`config.mk`:
```
export PLATFORM = sky130hd
export DESIGN_NAME = elastic_threshold_monitor
export DESIGN_NICKNAME = d
export VERILOG_FILES = /design/src/rtl/elastic_threshold_monitor.sv
export SDC_FILE = /design/constraint.sdc
export NUM_CORES = 1
export LEC_CHECK = 0
export CORE_MARGIN = 4
export CORE_UTILIZATION = 51
export DETAILED_ROUTE_END_ITERATION = 6
export HOLD_SLACK_MARGIN = 0.1
export PLACE_DENSITY = 0.84
export SYNTH_ARGS = -nofsm -noshare
export SYNTH_HDL_FRONTEND = slang
export SYNTH_SLANG_ARGS = --single-unit
```
`constraint.sdc`:
```
create_clock -name clk -period 2.7 [get_ports clk]
set_input_delay 0.27 -clock clk [delete_from_list [all_inputs] [get_ports clk]]
set_output_delay 0.27 -clock clk [all_outputs]
set_load 0.03 [all_outputs]
```
`src/rtl/elastic_threshold_monitor.sv`:
```
// elastic_threshold_monitor
// -------------------------
// Registered occupancy monitor for the PHY receive elastic buffer.
//
// Purpose:
//   - Converts the already-synchronised Gray read and write pointers to binary.
//   - Registers the fill level and derives full/empty from it.
//   - Raises SKP add/delete requests through a req/ack handshake. After each
//     acknowledged request it waits in a hold-off period so that the pointer
//     change can propagate back through the synchronisers.
//   - Sets a sticky flag when the raw occupancy is impossible, which means the
//     read pointer has overtaken the write pointer.
//
// Ports:
//   clk                - receive-domain clock
//   rst                - asynchronous, active-high reset
//   gray_read_pointer  - Gray read pointer (AW+1 bits), synchronised to clk
//   gray_write_pointer - Gray write pointer (AW+1 bits), synchronised to clk
//   skp_window         - high while a SKP ordered set may be added or removed
//   req_ack            - consumer accepted the pending add_req/delete_req
//   err_clr            - clears the sticky ptr_err (and the stats counters)
//   add_req            - request to insert one SKP symbol
//   delete_req         - request to remove one SKP symbol
//   level              - registered occupancy, 0..BUFFER_DEPTH
//   full               - level == BUFFER_DEPTH
//   empty              - level == 0
//   ptr_err            - sticky: raw occupancy exceeded BUFFER_DEPTH
//
// Optional feature (define ETM_STATS_EN):
//   add_cnt, del_cnt   - 16-bit saturating counts of acknowledged add and
//                        delete requests. err_clr also clears them.

module elastic_threshold_monitor #(
    parameter int BUFFER_DEPTH = 16,
    parameter int HIGH_TH      = 12,
    parameter int LOW_TH       = 4,
    parameter int HOLD_CYCLES  = 4,
    localparam int AW          = $clog2(BUFFER_DEPTH),
    localparam int PW          = AW + 1
) (
    input  logic          clk,
    input  logic          rst,
    input  logic [PW-1:0] gray_read_pointer,
    input  logic [PW-1:0] gray_write_pointer,
    input  logic          skp_window,
    input  logic          req_ack,
    input  logic          err_clr,
    output logic          add_req,
    output logic          delete_req,
    output logic [PW-1:0] level,
    output logic          full,
    output logic          empty,
    output logic          ptr_err
`ifdef ETM_STATS_EN
    ,
    output logic [15:0]   add_cnt,
    output logic [15:0]   del_cnt
`endif
);

    // The hold counter needs at least one bit, even when HOLD_CYCLES == 1.
    localparam int CW = (HOLD_CYCLES > 1) ? $clog2(HOLD_CYCLES) : 1;

    localparam logic [PW-1:0] DEPTH_P = PW'(BUFFER_DEPTH);
    localparam logic [PW-1:0] HIGH_P  = PW'(HIGH_TH);
    localparam logic [PW-1:0] LOW_P   = PW'(LOW_TH);
    localparam logic [CW-1:0] HOLD_LD = CW'(HOLD_CYCLES - 1);

    typedef enum logic [1:0] {
        IDLE     = 2'd0,
        DEL_PEND = 2'd1,
        ADD_PEND = 2'd2,
        HOLD     = 2'd3
    } state_t;

    state_t        state;
    logic [CW-1:0] hold_cnt;

    function automatic logic [PW-1:0] gray2bin(input logic [PW-1:0] g);
        logic [PW-1:0] b;
        b[PW-1] = g[PW-1];
        for (int i = PW - 2; i >= 0; i--) begin
            b[i] = b[i+1] ^ g[i];
        end
        return b;
    endfunction

    logic [PW-1:0] rd_bin;
    logic [PW-1:0] wr_bin;
    logic [PW-1:0] raw;
    logic          raw_bad;

    // The pointers are one bit wider than the address. Because of that, the
    // modular difference is unambiguous over the full range 0..BUFFER_DEPTH.
    // Anything larger can only mean the read side ran past the write side.
    assign rd_bin  = gray2bin(gray_read_pointer);
    assign wr_bin  = gray2bin(gray_write_pointer);
    assign raw     = wr_bin - rd_bin;
    assign raw_bad = (raw > DEPTH_P);

    // Level register: a corrupt sample never reaches level.
    always_ff @(posedge clk or posedge rst) begin
        if (rst) begin
            level <= '0;
        end else if (!raw_bad) begin
            level <= raw;
        end
    end

    assign full  = (level == DEPTH_P);
    assign empty = (level == '0);

    // Sticky error: when a set and a clear happen in the same cycle, the set wins.
    always_ff @(posedge clk or posedge rst) begin
        if (rst) begin
            ptr_err <= 1'b0;
        end else if (raw_bad) begin
            ptr_err <= 1'b1;
        end else if (err_clr) begin
            ptr_err <= 1'b0;
        end
    end

    // Request FSM. The request outputs are registered and are updated together
    // with the state, so add_req and delete_req can never be high at once.
    // A pending request is never withdrawn. The consumer owns it until it
    // acknowledges it.
    always_ff @(posedge clk or posedge rst) begin
        if (rst) begin
            state      <= IDLE;
            hold_cnt   <= '0;
            add_req    <= 1'b0;
            delete_req <= 1'b0;
        end else begin
            case (state)
                IDLE: begin
                    if (skp_window && (level > HIGH_P)) begin
                        state      <= DEL_PEND;
                        delete_req <= 1'b1;
                    end else if (skp_window && (level < LOW_P)) begin
                        state   <= ADD_PEND;
                        add_req <= 1'b1;
                    end
                end
                DEL_PEND: begin
                    if (req_ack) begin
                        state      <= HOLD;
                        delete_req <= 1'b0;
                        hold_cnt   <= HOLD_LD;
                    end
                end
                ADD_PEND: begin
                    if (req_ack) begin
                        state    <= HOLD;
                        add_req  <= 1'b0;
                        hold_cnt <= HOLD_LD;
                    end
                end
                HOLD: begin
                    // Loaded with HOLD_CYCLES-1, so HOLD lasts exactly
                    // HOLD_CYCLES cycles. req_ack is ignored here.
                    if (hold_cnt == '0) begin
                        state <= IDLE;
                    end else begin
                        hold_cnt <= hold_cnt - 1'b1;
                    end
                end
                default: begin
                    state      <= IDLE;
                    add_req    <= 1'b0;
                    delete_req <= 1'b0;
                end
            endcase
        end
    end

`ifdef ETM_STATS_EN
    // Count handshakes that completed. err_clr takes priority over an
    // increment in the same cycle.
    always_ff @(posedge clk or posedge rst) begin
        if (rst) begin
            add_cnt <= '0;
            del_cnt <= '0;
        end else if (err_clr) begin
            add_cnt <= '0;
            del_cnt <= '0;
        end else begin
            if ((state == ADD_PEND) && req_ack && (add_cnt != 16'hFFFF)) begin
                add_cnt <= add_cnt + 16'd1;
            end
            if ((state == DEL_PEND) && req_ack && (del_cnt != 16'hFFFF)) begin
                del_cnt <= del_cnt + 16'd1;
            end
        end
    end
`endif

endmodule
```
=== Word level (Yosys, flattened, before mapping) ===
Index checks and enable logic that the tools add are counted.
W data, S select, Z words.

* Shifts and indexed selects: 0
* Equality and inequality tests: 13
* Add/sub/neg operators: 2
* Bitwise gates (word level): 8
* Magnitude comparators: 3
* Reduce and logical (&&, ||, !) cells: 14
* Multipliers: 0
* Div/mod/pow operators: 0
* Mux-type cells: 15

{| class="wikitable"
|+ Operators by type and width
! kind !! count
|-
| $ne A2 B2 Y1 const B || 7
|-
| $mux W2 || 5
|-
| $reduce_and A3 Y1 || 3
|-
| $reduce_bool A2 Y1 || 4
|-
| $xor A1 B1 Y1 || 8
|-
| $mux W1 || 6
|-
| $pmux W2 S3 || 1
|-
| $eq A5 B5 Y1 const B || 1
|-
| $gt A5 B4 Y1 const B || 1
|-
| $gt A5 B5 Y1 const B || 1
|-
| $logic_not A5 Y1 || 1
|-
| $lt A5 B3 Y1 const B || 1
|-
| $sub A5 B5 Y5 || 1
|-
| $eq A2 B2 Y1 const B || 2
|-
| $logic_not A2 Y1 || 2
|-
| $pmux W1 S2 || 2
|-
| $pmux W2 S2 || 1
|-
| $reduce_and A4 Y1 || 1
|-
| $ne A3 B3 Y1 const B || 1
|-
| $eq A2 B1 Y1 const B || 1
|-
| $logic_and A1 B1 Y1 || 2
|-
| $ne A2 B1 Y1 const B || 1
|-
| $reduce_or A2 Y1 || 1
|-
| $sub A2 B1 Y2 const B || 1
|}

* Bits in latches: 0
* Bits in read-only memories: 0
* Output and inout bits: 10
* Memories: 0
* RAM bits: 0
* Register bits: 12

=== Longest topological paths before layout ===
* Depth after elaboration: 7
* Mapped depth: 11

=== Worst setup path before layout ===
Ideal clock, no wire load.

* Kind: input-to-reg
* From: input port gray_write_pointer[4]
* To: register level[3]
* Data arrival time: 2.559 ns
* Cell stages on the path: 11
* Buffers on the path: 0
* Required time: 2.581 ns
* Slack: 0.022 ns
* Path through: xor2_1 > xnor2_1 > xor2_1 > xor2_1 > ha_1 > fa_1 > nand2b_1 > a21oi_1 > xnor2_2 > a2bb2o_4 > o21a_1

* Word-level cells in the longest chain between the ends: 6

{| class="wikitable"
|+ RTL lines
! item !! RTL line !! RTL
|-
| start: declaration || 44 || <nowiki>input logic [PW-1:0] gray_write_pointer,</nowiki>
|-
| $xor A1 B1 Y1 (4 in series) || 83 || <nowiki>b[i] = b[i+1] ^ g[i];</nowiki>
|-
| $sub A5 B5 Y5 (*) || 98 || <nowiki>assign raw = wr_bin - rd_bin;</nowiki>
|-
| $gt A5 B5 Y1 || 99 || <nowiki>assign raw_bad = (raw > DEPTH_P);</nowiki>
|-
| end signal: assignment || 106 || <nowiki>level <= raw;</nowiki>
|-
| end: declaration || 50 || <nowiki>output logic [PW-1:0] level,</nowiki>
|}

Mark *: on every way between the ends. The rest lies on a longest branch, timed or not.
A chain may end at the register's enable or synchronous reset.

=== Final worst setup path ===
* From: input port gray_read_pointer[3]
* To: register level[2]

* Word-level cells in the longest chain between the ends: 6

{| class="wikitable"
|+ RTL lines
! item !! RTL line !! RTL
|-
| start: declaration || 43 || <nowiki>input logic [PW-1:0] gray_read_pointer,</nowiki>
|-
| $xor A1 B1 Y1 (*) || 83 ||
|-
| $xor A1 B1 Y1 (3 in series) || 83 ||
|-
| $sub A5 B5 Y5 (*) || 98 ||
|-
| $gt A5 B5 Y1 || 99 ||
|}

Marks and branches as above.

==> impl_metrics.toml <==
[run_status]
status = "completed"

[sta]
period_minus_slack_ns = 2.598
slew_headroom_pct = 64.34
finalMaxSlewViolations = 0
setup_viol = 0
fin_setup_tns_ns = 0
period_share_pct = 96.22
finClkSkew_ns = 0.006034
max_freq_ghz = 0.3849
hold_violations = 0
whs_ns = 0.3119
tightest_slew_ns = 0.5280

[grt]
overflow = 0
grt_max_degree = 13
grt_pass1_wl_um = 3774
track_usage_pct = 19.40
grt_pass1_vias = 917
grt_antenna_before_repair = 0

[floorplan]
die_w_um = 51.10
die-height_um = 51.10
core_region_area_sq_um = 1745
start_util_pct = 54.27
rows = 15
pin_count = 25
die-area_sq_um = 2611

[setup_path]
cp.required_ns = 2.85
crit_arrival_ns = 2.74
r2r_start = "state[0]"
setup.worst_path.start = "gray_read_pointer[3]"
end_kind = "flop"
cp_max_fo = 3
critPathLaunchType = "primary input"
worst-setup-path-type = "primary input to flop"

[routing]
wl_per_cell_um = 13.13
vias = 879
postRouteAntennaNets = 0
vias_per_cell = 5.052
first_pass_iters = 4
drtIter0Drc = 16
remaining_drc_errors = 0
routed_wl_um = 2284

[power]
power.density_cell_area_nw_per_um2 = 1026
pwr-share-clk_pct = 7.1
combPwrFrac_pct = 68.3
p_seq_share_pct = 24.6
power.switching_w = 0.0006535
leakage_nw = 0.7124
switching_share_pct = 44.85
ir_worst_vdd_uv = 684.5
p_int_w = 0.0008037
p_total_w = 0.001457

[synth]
synth_cell_types = 29
ys_ff_latch = 12
synth_area_per_cell_sq_um = 9.196
yosys_warnings = 0
syn_inst = 103
yosysSeqAreaShare_pct = 31.70
synth_nets = 128
netlist_area_sq_um = 947.2

[cells_and_area]
nNetsFinal = 176
insertedDiodeCount = 0
syn2layout_area_growth_pct = 49.93
drive_above_1_share_pct = 26.85
stdcell_count = 174

[placement]
io_buffers = 24
dpl.hpwl_um = 1811
routabilityCongestion = 0.8134
placed_cells = 165

[clocking]
clk_path_buf_depth = 2
cts_tree = "built"
cts.htree.levels = 1
cts-root-buf = "clkbuf_4"
clock-sinks = 12
clk_pin_slew_ns = 0.07
cts_buffers = 3
clock_latency_ns = 0.26

[worst_hold_path]
hp-class = "primary input to asynchronous set/reset pin"

[job]
maxCapViolCount = 0
==> routing by layer <==
layer,up-vias,track usage [%],part of all wire [%]
met5,-,0,0
met2,27,42.70,56
met3,4,1.749,4.1
met4,0,4.484,1.5
met1,411,18.18,39
li1,437,-,-
==> what timing repair did <==
action,in CTS,in global routing
gates resized for setup,9,10
hold buffers,0,0
setup buffers,3,3
pin swaps,9,12
setup endpoints to repair,6,5
==> cells in the mapped netlist <==
master | number | share of area, %
a211oi_1 | 1 | 0.79
a21boi_4 | 1 | 2.0
a21o_2 | 1 | 0.92
a21oi_1 | 5 | 2.6
a22o_1 | 4 | 3.7
a22oi_1 | 1 | 0.79
a2bb2o_4 | 1 | 2.1
and3_1 | 1 | 0.66
and3b_1 | 1 | 0.92
dfrtp_1 | 12 | 32
fa_1 | 1 | 2.1
ha_1 | 9 | 12
inv_1 | 13 | 5.2
nand2_1 | 9 | 3.6
nand2b_1 | 1 | 0.66
nor2_1 | 14 | 5.5
nor2_2 | 1 | 0.66
nor2b_1 | 1 | 0.66
o211a_1 | 1 | 1.1
o21a_1 | 2 | 1.6
o21ai_0 | 7 | 3.7
o21ai_1 | 2 | 1.1
o22ai_1 | 1 | 0.66
o41ai_1 | 1 | 0.92
or3_4 | 1 | 1.2
xnor2_1 | 4 | 3.7
xnor2_2 | 2 | 3.4
xor2_1 | 3 | 2.8
xor2_2 | 2 | 3.4
==> final cells by class <==
class | instances | area (sq um)
Sequential cell | 12 | 300.3
Timing Repair Buffer | 43 | 380.4
Tap cell | 25 | 31.28
Clock buffer | 3 | 22.52
Multi-Input combinational cell | 78 | 636.9
Inverter | 13 | 48.80
Fill cell | 121 | 325.3
==> power groups by stage <==
stage                     registers (W)  clock network [W]  logic [W]
after global routing           0.000368           0.000117    0.00109
after floorplan                0.000449                  0   0.000511
after CTS                      0.000356           0.000107   0.000967
after global placement         0.000353                  0   0.000903
final                          0.000358           0.000104   0.000995
after detailed placement       0.000360                  0   0.000944
==> per-stage QoR <==
step / utilization, % / cell area, sq um / worst slack [ns]
3_3_place_gp: 75.41 / 1316 / -0.3796
4_1_cts: 79.07 / 1380 / 0.08784
3_5_place_dp: 75.41 / 1316 / -0.5565
2_1_floorplan: - / 947.2 / 0.02226
5_1_grt: 81.36 / 1420 / -0.02478
6_report: 81.36 / 1420 / 0.1019
==> cell usage in the layout, fill, tap and decap left out, types with 2 or more instances in the layout <==
cell type        netlist  final
clkbuf_4               0      3
nand2_1                9      9
nor2_1                14     14
clkdlybuf4s50_1        0     18
inv_1                 13     13
ha_1                   9      8
xnor2_2                2      4
a21oi_1                5      4
a22o_1                 4      4
dfrtp_1               12     12
xnor2_1                4      2
buf_4                  0     18
dlymetal6s2s_1         0      2
clkbuf_2               0      2
o21ai_1                2      2
o21a_1                 2      2
o21ai_0                7      7
xor2_2                 2      4
==> worst max-delay path: stages <==
cell and delay (ns):
clkdlybuf4s15_1 0.22, xnor2_2 0.23, xor2_2 0.22, xor2_2 0.19, xnor2_1 0.11, ha_2 0.21, fa_2 0.38, buf_4 0.15
xnor2_2 0.13, nor2_1 0.16, a21boi_4 0.24, nor2_2 0.05, a22o_1 0.19
==> kinds of logic after synthesis <==
group | Yosys count | share of synthesized area [%]
simple gates | 29 | 13.87
xor+xnor | 11 | 13.34
buf+inv | 13 | 5.152
flops | 12 | 31.70
fa+ha+maj | 10 | 14.00
compound gates | 28 | 21.93
==> state kept, by name, summed over array words and instances (netlist names) <==
| signal | flops |
|---|---|
| hold_cnt | 2 |
| add_req | 1 |
| state | 2 |
| level | 5 |
| ptr_err | 1 |
| delete_req | 1 |
==> worst paths after layout <==
path	end	slack [ns]	cells past startpoint
setup / recovery	level[2]	0.10	13
hold / removal	delete_req	0.31	2
setup reg to reg	state[0]	0.93	6
hold reg to reg	add_req	0.52	2
max in group asynchronous	level[2]	2.07	2
min in group clk	add_req	0.52	2
Note: power is estimated with default switching activity, not from simulation.
